[src/rtl/fifo_client.sv]
// Client-side controller for a FIFO: combinational write forwarding plus a
// 2-entry prefetch buffer on the read side. Optional error counters: FIFO_CLIENT_ERR_CNT_EN.
module fifo_client #(
  parameter int unsigned DATA_WIDTH    = 32,
  parameter int unsigned ERR_CNT_WIDTH = 8
) (
  input  logic                     CLK,
  input  logic                     nRST,
  input  logic                     in_valid,
  input  logic [DATA_WIDTH-1:0]    in_data,
  output logic                     in_ready,
  output logic                     out_valid,
  output logic [DATA_WIDTH-1:0]    out_data,
  input  logic                     out_ready,
  output logic                     fifo_wr_en,
  output logic [DATA_WIDTH-1:0]    fifo_wr_data,
  output logic                     fifo_rd_en,
  input  logic                     fifo_full,
  input  logic                     fifo_empty,
  input  logic                     fifo_wr_err,
  input  logic                     fifo_rd_err,
  input  logic [DATA_WIDTH-1:0]    fifo_rd_data,
  output logic                     proto_err,
  output logic [ERR_CNT_WIDTH-1:0] wr_err_cnt,
  output logic [ERR_CNT_WIDTH-1:0] rd_err_cnt
);

  localparam int unsigned CNT_W = 2;
  localparam int unsigned OCC_W = 3;

  logic [DATA_WIDTH-1:0] buf_q [2];
  logic                  head_q;
  logic [CNT_W-1:0]      count_q;
  logic                  inflight_q;
  logic                  proto_err_q;
  logic                  pop;
  logic                  capture;
  logic                  tail;
  logic [OCC_W-1:0]      occ;

  // Write path: pure forwarding, no storage
  assign in_ready     = !fifo_full;
  assign fifo_wr_en   = in_valid & !fifo_full;
  assign fifo_wr_data = in_data;

  assign out_valid = (count_q != CNT_W'(0));
  assign out_data  = buf_q[head_q];
  assign pop       = out_valid & out_ready;
  assign capture   = inflight_q & !fifo_rd_err;
  assign tail      = head_q ^ count_q[0];
  assign occ       = OCC_W'(count_q) + OCC_W'(inflight_q);

  // Issue a read only if the word will have a slot when it lands; held off in reset
  assign fifo_rd_en = nRST & !fifo_empty & ((occ < OCC_W'(2)) | pop);

  always_ff @(posedge CLK) begin
    if (capture) buf_q[tail] <= fifo_rd_data;
  end

  always_ff @(posedge CLK or negedge nRST) begin
    if (!nRST) begin
      head_q      <= 1'b0;
      count_q     <= '0;
      inflight_q  <= 1'b0;
      proto_err_q <= 1'b0;
    end else begin
      inflight_q  <= fifo_rd_en;
      count_q     <= CNT_W'(count_q + CNT_W'(capture) - CNT_W'(pop));
      if (pop) head_q <= ~head_q;
      if (fifo_wr_err || fifo_rd_err) proto_err_q <= 1'b1;
    end
  end

  assign proto_err = proto_err_q;

`ifdef FIFO_CLIENT_ERR_CNT_EN
  logic                     rd_drop;
  logic [ERR_CNT_WIDTH-1:0] wr_cnt_q;
  logic [ERR_CNT_WIDTH-1:0] rd_cnt_q;

  assign rd_drop = inflight_q & fifo_rd_err;

  // Saturating error counters
  always_ff @(posedge CLK or negedge nRST) begin
    if (!nRST) begin
      wr_cnt_q <= '0;
      rd_cnt_q <= '0;
    end else begin
      if (fifo_wr_err && (wr_cnt_q != '1)) wr_cnt_q <= wr_cnt_q + ERR_CNT_WIDTH'(1);
      if (rd_drop && (rd_cnt_q != '1))     rd_cnt_q <= rd_cnt_q + ERR_CNT_WIDTH'(1);
    end
  end

  assign wr_err_cnt = wr_cnt_q;
  assign rd_err_cnt = rd_cnt_q;
`else
  assign wr_err_cnt = '0;
  assign rd_err_cnt = '0;
`endif

endmodule

[config.mk]
export PLATFORM = sky130hd
export DESIGN_NAME = fifo_client
export DESIGN_NICKNAME = d
export VERILOG_FILES = /design/src/rtl/fifo_client.sv
export SDC_FILE = /design/constraint.sdc
export NUM_CORES = 1
export LEC_CHECK = 0
export ABC_AREA = 1
export BUFFER_PORTS_ARGS = -buffer_cell sky130_fd_sc_hd__buf_2
export CAP_MARGIN = 20
export CORE_MARGIN = 3
export CORE_UTILIZATION = 49
export DETAILED_ROUTE_END_ITERATION = 16
export GPL_ROUTABILITY_DRIVEN = 0
export PLACE_DENSITY = 0.89
export SLEW_MARGIN = 30
export SYNTH_ARGS = -nofsm -noshare
export SYNTH_HDL_FRONTEND = slang
export SYNTH_SLANG_ARGS = --single-unit
export TNS_END_PERCENT = 20
[constraint.sdc]
create_clock -name CLK -period 5.7 [get_ports CLK]
set_clock_uncertainty 0.2 [all_clocks]
set_input_delay 0.855 -clock CLK [delete_from_list [all_inputs] [get_ports CLK]]
set_output_delay 0.855 -clock CLK [all_outputs]
set_load 0.03 [all_outputs]
======== Word level (Yosys, flattened, before mapping) ========
Memories as Yosys holds them, arrays and structs flattened.
Cells that the tools add are included.
word-level totals
  logic and storage cells ................. 24
  flip-flop bits (word level) ............. 5
  memories ................................ 1
  bits of input ports ..................... 72
  RAM bits ................................ 64
  output and inout port bits .............. 85
cells by class
  bitwise operators ....................... 8
  mux-type cells .......................... 2
  $lt $le $gt $ge ......................... 1
  reduce and logical (&&, ||, !) cells .... 5
  $add $sub $neg .......................... 3
memory list
  name   depth  bits a word  read ports  clocked after memory_dff  wr ports  RTL line  source
  buf_q  2      32           1           0                         1         31        logic [DATA_WIDTH-1:0] buf_q [2];
operators with widths
  cell                                                                  count
  1-bit AND                                                             5
  2-bit by 1-bit adder with 3-bit output                                1
  1-bit zero test                                                       3
  3-bit by 2-bit < comparator with 1-bit output, second input constant  1
  2-bit by 1-bit adder with 2-bit output                                1
  1-bit 2-to-1 mux                                                      2
  2-bit nonzero test                                                    1
  2-bit by 1-bit subtractor with 2-bit output                           1
  1-bit logical OR                                                      1
  1-bit inverter                                                        1
  1-bit bitwise OR                                                      1
  1-bit bitwise XOR                                                     1

======== Longest topological paths before layout ========
Gate-level depths: netlist of run 1.
  word-level depth ........................ 4
  mapped depth ............................ 12
  mapped depth without buffers ............ 12

======== Least setup slack after synthesis of run 1 ========
OpenSTA, ideal clock, no wires.
  path kind ............................... input -> register
  from .................................... input fifo_rd_err
  to ...................................... memory buf_q[1][0], enable pin
  library setup time ...................... 421 ps
  arrival ................................. 2,434 ps
  stages .................................. 3
  setup slack ............................. 2,645 ps
  path buffers ............................ 0
  cell sequence ........................... inv_1 nand2_1 nor2_1
on the way
  longest elaborated chain between the ends .. 4
RTL lines
  element                                 RTL line  source
  start, declared                         21        input logic fifo_rd_err,
  1-bit zero test                         49        assign capture = inflight_q & !fifo_rd_err;
  1-bit AND                               49
  1-bit 2-to-1 mux                        57        if (capture) buf_q[tail] <= fifo_rd_data;
  1-bit 2-to-1 mux (not written as such)  57
  end, declared                           31
Every way passes these cells.

======== Worst setup path after layout of run 1 ========
  from .................................... register head_q
  to ...................................... output out_data[21]
on the way
  longest elaborated chain between the ends .. 1
RTL lines
  element                 RTL line  source
  start, declared         32        logic head_q;
  start signal, assigned  69        if (pop) head_q <= ~head_q;
  memory 2 x 32 bit       --
  end, declared           13        output logic [DATA_WIDTH-1:0] out_data,
Every way passes these cells.

==> summary.txt, run 1 <==
Pwr
  – Net switching share of the total power: 40.08%
  – Power share of the sequential group: 41.4%
  – Total power draw: 1.628 mW
  – Switching Power: 0.6523 mW
  – Pwr per Cell Area: 479.5 nW/um^2
  – IR drop worst, VDD: 0.2597 mV
  – Combinational group share of total power: 37.2%
  – Internal: 0.9754 mW
  – Static Leak: 1.516 nW
  – Fraction of power consumed by the clock network: 21.4%

Worst setup path
  – CP endpoint kind: output pin
  – Critical path class: reg -> out
  – Category of the worst setup path launch point: register
  – Required time of the critical path: 4640 ps
  – CP arrival: 1760 ps
  – Worst Path Max Fanout: 35

STA
  – Upper clock frequency limit: 0.3556 GHz
  – Final setup vio count: 0
  – Smallest setup slack after layout: 2887 ps
  – Unrepaired setup endpoints after global routing: no
  – Final worst path period need: 2813 ps
  – Slew of the pin with the lowest slew margin: 706.3 ps
  – Final-report hold violation count: 0
  – Share of the clock period used by the worst path: 49.34%
  – Sum of negative setup slack: 0 ps
  – Number of pins with negative max-slew slack in the final report: 0
  – Slew margin rel.: 52.91%

GRT
  – Pin count of the biggest net entering global routing: 36
  – Total gr overflow: 0
  – Via count of the first global-routing pass: 1874
  – First-pass GRT wire length: 8756 um
  – Total global routing track utilization: 15.81%
  – Initial antenna violation count: 0

Job
  – Maxcap violations: 0

Yosys
  – Share of the synthesized area in the top cell type: 62.69%
  – Most frequent cell after synthesis: sky130_fd_sc_hd__nand2_1
  – Primary flip-flop cell chosen by synthesis mapping: sky130_fd_sc_hd__edfxtp_1
  – Post-synthesis instance total: 258
  – Top cells by count, synth: 101 x sky130_fd_sc_hd__nand2_1, 64 x sky130_fd_sc_hd__edfxtp_1, 50 x sky130_fd_sc_hd__buf_4
  – Share of synthesized registers carrying an async set or reset: 7.246%
  – Average cell area after synthesis: 11.88 sq um
  – Part of the Yosys area used for sequential elements: 66.78%
  – Count of synthesis-stage warnings from yosys: 0
  – Number of enable-type register cells in the synthesized netlist: 64
  – Post-synth cell types: 19
  – Post-Syn Area: 3065 sq um
  – Number of synthesized register bits: 69
  – Main area contributors after synthesis: sky130_fd_sc_hd__edfxtp_1 63%, sky130_fd_sc_hd__nand2_1 12%, sky130_fd_sc_hd__buf_4 12%
  – Cell type with the largest total area after synthesis: sky130_fd_sc_hd__edfxtp_1

Clocking
  – Count of hold buffers inserted by post-cts repair: 0
  – Clk root buf: sky130_fd_sc_hd__clkbuf_8
  – Num CTS Buffers: 9
  – Worst-Skew Late Latency: 320 ps
  – Longest Clk Path Bufs: 2
  – Clock transition at the registers of the reported paths: 60 ps
  – PostCTS Resize Cnt: 0
  – # H-tree levels: 3
  – TritonCTS sink count: 69
  – Count of buffers added by post-CTS timing repair for setup: 0
  – CTS tree: done

Floorplan
  – Die Footprint: 7241 sq um
  – Standard cell core area: 5991 sq um
  – Effective utilization at floorplan: 51.17%
  – I/O pin total: 157
  – Die W: 85.10 um
  – Floorplan die height: 85.10 um
  – Std-Cell Rows: 28

Routing
  – Detailed-route vias per instance: 4.688
  – Drt first-iter violations: 101
  – Met2 Routed Length: 2733 um
  – Remaining antenna violation count: 0
  – Wirelength, routed: 5513 um
  – TritonRoute pass-1 iters: 4
  – Routed metal-1 wirelength: 1996 um
  – Post-DR wirelength/cell: 14.32 um
  – Vias after detailed routing: 1805
  – Number of remaining DRC errors: 0
  – Met3 Routed Length: 503 um
  – Highest metal layer with signal wires: met4

Finish
  – Total area of multi-input combinational cells: 605.6 sq um
  – Layout cells sized above 1: 34.84%
  – Final Util: 56.66%
  – Filler cell count in the final layout: 479
  – Final cell count without fillers: 385
  – Total area of sequential cells: 2048 sq um
  – Count of antenna diodes in the layout: 0
  – Synth-to-layout area growth: 10.73%
  – Number of nets in the layout: 380

Place
  – Setup WS pre-CTS: 3098 ps
  – Number of cells in the design after placement: 369
  – Detailed-placement wirelength estimate: 3741 um
  – Count of buffers inserted at the top-level ports: 76

Min path
  – Worst hold path class: in -> async

Run status
  – Status: complete, no violations
power groups by stage:
stage	clock, mW	combinational, mW	sequential [mW]
floorplan	0	0.559	0.640
global placement	0	0.591	0.682
detailed placement	0	0.597	0.686
CTS	0.358	0.600	0.676
global route	0.379	0.658	0.684
finish	0.349	0.605	0.674
routing by layer:
layer | global-route usage, % | vias to the layer above
met5 | 0 | -
met4 | 11.65 | 0
met3 | 5.146 | 34
met2 | 25.07 | 85
met1 | 17.77 | 817
li1 | - | 869
sequential cells by signal, indices dropped and copies added, names as in the netlist:
signal,count
inflight_q,1
count_q,2
buf_q,64
proto_err,1
head_q,1
critical path: stages (launching register included):
cell and delay (ps):
sky130_fd_sc_hd__dfrtp_2 830, sky130_fd_sc_hd__inv_8 210, sky130_fd_sc_hd__nand2_1 130, sky130_fd_sc_hd__nand2_1 70, sky130_fd_sc_hd__buf_2 180
stage by stage:
step                hold WS [ps]  instance area (sq um)
detailed placement         261.6                   3169
global placement           245.6                   3168
finish                     140.4                   3395
global route               123.2                   3395
floorplan                  359.4                   3122
CTS                        123.1                   3339
kinds of logic (layout without fill, tap and decap cells):
kind of cell               after synthesis  after routing  share of synthesized area (%)
other                                    1             16                         0.1223
DFF                                     69             69                          66.78
and+or+nand+nor                        122            122                          16.61
buffers and inverters                   64            101                          15.55
adders and majority gates                1              1                         0.4081
xor gates and xnor gates                 1              1                         0.5308
placed cells by master, fill, tap and decap left out:
cell type	n
sky130_fd_sc_hd__inv_8	1
sky130_fd_sc_hd__buf_2	76
sky130_fd_sc_hd__nand3_2	1
sky130_fd_sc_hd__nor2_4	1
sky130_fd_sc_hd__clkinv_1	1
sky130_fd_sc_hd__nor2_1	3
sky130_fd_sc_hd__clkbuf_1	2
sky130_fd_sc_hd__dfrtp_1	4
sky130_fd_sc_hd__or3_1	1
sky130_fd_sc_hd__conb_1	16
sky130_fd_sc_hd__nand2_2	11
sky130_fd_sc_hd__nor2b_4	1
sky130_fd_sc_hd__bufinv_16	1
sky130_fd_sc_hd__edfxtp_1	64
sky130_fd_sc_hd__inv_1	7
sky130_fd_sc_hd__dfrtp_2	1
sky130_fd_sc_hd__nand3_1	2
sky130_fd_sc_hd__ha_1	1
sky130_fd_sc_hd__clkinv_2	1
sky130_fd_sc_hd__nor2_2	1
sky130_fd_sc_hd__buf_16	2
sky130_fd_sc_hd__clkbuf_8	9
sky130_fd_sc_hd__inv_2	1
sky130_fd_sc_hd__nand2_1	101
sky130_fd_sc_hd__xnor2_2	1
layout make-up:
type	count	area share, %
inverter	9	1.216
sequential	69	60.34
clock inverter	3	1.143
multi-input combinational	140	17.84
tap	75	2.764
clock buffer	11	3.870
timing repair buffer	78	12.83
path summary, 6_finish.rpt:
kind | from | endpoint | slack, ps | depth (start not counted)
worst min register to register | proto_err$_DFFE_PN0P_ | proto_err$_DFFE_PN0P_ | 280 | 1
min in group CLK | proto_err$_DFFE_PN0P_ | proto_err$_DFFE_PN0P_ | 280 | 1
max in group asynchronous | nRST | head_q$_DFFE_PN0P_ | 5010 | 1
worst max register to register | head_q$_DFFE_PN0P_ | buf_q[0][8]$_DFFE_PP_ | 3490 | 3
worst min-delay path | nRST | head_q$_DFFE_PN0P_ | 140 | 1
worst max-delay path | head_q$_DFFE_PN0P_ | out_data[21] | 2890 | 4
Note: power is estimated with default switching activity, not from simulation.
==> run 2: changes to the inputs <==
Settings changed: CORE_UTILIZATION 49 to 45, PLACE_DENSITY 0.89 to 0.83.
Clock period 5.7 ns to 2.9 ns, I/O delays scaled along.
==> run 2 against run 1 <==
Register-to-register slack got worse by 2600 ps. Combinational power increased by 100%. First-iteration DRC count increased by 16%. Worst hold slack got worse by 74 ps. Sequential power increased by 88%. Clock power increased by 110%. Non-clock buffer count increased by 2. Sequential share of layout area decreased by 0.21 points. Largest cell class unchanged.
==> summary.txt, run 2 (synthesized netlist as in run 1, its figures left out) <==
Worst setup path
  – CP endpoint kind: output pin
  – R2r worst-path depth: 3 (unchanged)
  – Start point of the critical path: head_q$_DFFE_PN0P_
  – Worst R2R Start: head_q$_DFFE_PN0P_
  – Required time of the critical path: 2270 ps (-2370 ps)
  – Critical path cell sequence: buf_4 > inv_8 > nand2_1 > nand2_1 > buf_2
  – Longest individual stage delay on the worst path: 650 ps (-180 ps)
  – Worst Path Max Fanout: 33 (-5.7%)
  – CP arrival: 1850 ps (+90 ps)
  – Delay-heaviest family, CP: buffers and inverters
  – Slowest CP cell: sky130_fd_sc_hd__dfrtp_1
  – Critical path class: reg -> out
  – Sum of buffers and inverters on the critical path: 3 (+1)
  – Endpoint of the lowest-slack register-to-register path: buf_q[0][27]$_DFFE_PP_
  – Crit. path cell count: 5 (+1)
  – Category of the worst setup path launch point: register
  – Setup slack of the most critical reg-to-reg path: 860 ps (-2630 ps)
  – Capture point of the critical path: out_data[11]
  – Top cell by count, worst path: sky130_fd_sc_hd__nand2_1

Finish
  – Number of nets in the layout: 382 (+0.53%)
  – Layout cells sized above 1: 35.67% (+0.83 points)
  – Commonest non-fill, non-tap cell in the layout: sky130_fd_sc_hd__nand2_1
  – Final cell count without fillers: 391 (+1.6%)
  – Synth-to-layout area growth: 11.06%
  – Count of antenna diodes in the layout: 0 (unchanged)
  – Commonest non-fill, non-tap cells in the layout: 101 x sky130_fd_sc_hd__nand2_1, 76 x sky130_fd_sc_hd__buf_2, 64 x sky130_fd_sc_hd__edfxtp_1
  – Largest register FFs: 64 (unchanged)
  – Largest registers in the final layout: buf_q x64, count_q x2
  – Biggest register: buf_q
  – Final design instance area without fill: 3405 sq um (+0.29%)
  – Filler cell count in the final layout: 548 (+14%)

STA
  – Final setup vio count: 0 (unchanged)
  – Unrepaired setup endpoints after global routing: no
  – Final worst path period need: 2481 ps
  – Number of pins with negative max-slew slack in the final report: 0 (unchanged)
  – Final-report hold violation count: 0 (unchanged)
  – Share of the clock period used by the worst path: 85.55%
  – Sum of negative setup slack: 0 ps (unchanged)
  – Upper clock frequency limit: 0.4031 GHz
  – Smallest setup slack after layout: 418.9 ps (-2469 ps)

Place
  – Setup WS pre-CTS: 744.1 ps (-2354 ps)
  – Total placed instance area: 3206 sq um (+1.1%)
  – Count of buffers inserted at the top-level ports: 76 (unchanged)
  – Detailed-placement wirelength estimate: 4099 um (+9.6%)
  – Number of cells in the design after placement: 374 (+1.4%)

Floorplan
  – Die W: 88.54 um (+4.0%)
  – Std-Cell Rows: 29 (+3.6%)
  – Standard cell core area: 6459 sq um (+7.8%)
  – I/O pin total: 157 (unchanged)
  – Die Footprint: 7838 sq um (+8.2%)
  – Floorplan die height: 88.54 um (+4.0%)
  – Effective utilization at floorplan: 47.46% (-3.7 points)

Routing
  – TritonRoute pass-1 iters: 4 (unchanged)
  – Post-DR wirelength/cell: 14.57 um (+1.7%)
  – Drt first-iter violations: 117 (+16%)
  – Detailed-route vias per instance: 4.588 (-2.1%)
  – Number of remaining DRC errors: 0 (unchanged)
  – Wirelength, routed: 5695 um (+3.3%)
  – Vias after detailed routing: 1794 (-0.61%)
  – Remaining antenna violation count: 0 (unchanged)

Clocking
  – Longest Clk Path Bufs: 2 (unchanged)
  – # H-tree levels: 3 (unchanged)
  – Clk root buf: sky130_fd_sc_hd__clkbuf_8
  – Clock transition at the registers of the reported paths: 70 ps (about the same)
  – Worst-Skew Late Latency: 330 ps (about the same)
  – CTS tree: done
  – Num CTS Buffers: 9 (unchanged)
  – TritonCTS sink count: 69 (unchanged)
  – Count of buffers added by post-CTS timing repair for setup: 0 (unchanged)

Min path
  – Min-Delay Startpoint: fifo_empty
  – Worst hold path class: in -> reg

GRT
  – Total global routing track utilization: 14.65% (-1.2 points)
  – Pin count of the biggest net entering global routing: 34 (-5.6%)
  – First-pass GRT wire length: 8397 um (-4.1%)
  – Initial antenna violation count: 0 (unchanged)
  – Via count of the first global-routing pass: 1777 (-5.2%)
  – Total gr overflow: 0 (unchanged)

Pwr
  – Static Leak: 1.526 nW (+0.72%)
  – Switching Power: 1.323 mW (+100%)
  – Power share of the sequential group: 39.1% (-2.3 points)
  – Pwr per Cell Area: 953.3 nW/um^2 (+99%)
  – Fraction of power consumed by the clock network: 22.8% (+1.4 points)
  – Combinational group share of total power: 38.1% (+0.9 points)
  – IR drop worst, VDD: 0.5959 mV (+130%)
  – Net switching share of the total power: 40.77% (+0.69 points)
  – Internal: 1.922 mW (+97%)

Run status
  – Status: complete, no violations

Job
  – Maxcap violations: 0 (unchanged)
-- run 2: changes by cell type in the layout (fill, tap and decap cells not counted) --
cell,change
sky130_fd_sc_hd__buf_16,-2
sky130_fd_sc_hd__buf_4,+2
sky130_fd_sc_hd__clkbuf_1,-2
sky130_fd_sc_hd__clkinv_2,+2
sky130_fd_sc_hd__buf_12,+1
sky130_fd_sc_hd__clkinvlp_4,+1
sky130_fd_sc_hd__dfrtp_1,+1
sky130_fd_sc_hd__dfrtp_2,-1
sky130_fd_sc_hd__dlygate4sd3_1,+1
sky130_fd_sc_hd__inv_6,+1
-- run 2: power by group through the flow --
stage	clock [mW]	combinational (mW)	sequential, mW
after floorplan	0	1.10	1.26
after global placement	0	1.24	1.29
after detailed placement	0	1.25	1.29
after CTS	0.752	1.26	1.27
after global routing	0.800	1.35	1.28
final	0.739	1.24	1.27
-- run 2: what timing repair did --
| item | 4_1_cts | 5_1_grt |
|---|---|---|
| resized for setup | 0 | 0 |
| hold buffers | 1 | 0 |
| endpoints found under the hold margin | 5 | 0 |
-- run 2: metrics by stage --
stage / util, % / power, mW / hold WS [ps]
5_1_grt: 52.71 / 3.426 / 73.19
3_3_place_gp: 49.63 / 2.525 / 67.06
4_1_cts: 52.71 / 3.281 / 54.92
6_report: 52.71 / 3.246 / 65.94
3_5_place_dp: 49.63 / 2.544 / 67.02
2_1_floorplan: - / 2.355 / -60.59
-- run 2: layer usage --
layer  vias to the layer above  GRT usage (%)  part of all wire [%]
met5                         -              0                     0
li1                        875              -                     -
met1                       828          16.80                    37
met4                         0          10.71                   4.4
met2                        62          23.86                    51
met3                        29          3.538                   7.7
-- run 2: worst min path at each step --
stage                                        to  slack (ps)  cells past startpoint
after global routing       inflight_q$_DFF_PN0_          70                      2
after global placement    proto_err$_DFFE_PN0P_          70                      1
final                      inflight_q$_DFF_PN0_          70                      2
after floorplan            count_q[0]$_DFF_PN0_         -60                      0
after CTS                  inflight_q$_DFF_PN0_          50                      2
after detailed placement  proto_err$_DFFE_PN0P_          70                      1
-- run 2: area by class of cell --
cell class / count / area, sq um / area share [%]
Sequential cell: 69 / 2047 / 60.12
Multi-Input combinational cell: 140 / 605.6 / 17.79
Inverter: 9 / 41.29 / 1.213
Clock buffer: 9 / 123.9 / 3.638
Clock inverter: 7 / 65.06 / 1.911
Tap cell: 77 / 96.34 / 2.830
Timing Repair Buffer: 80 / 425.4 / 12.50
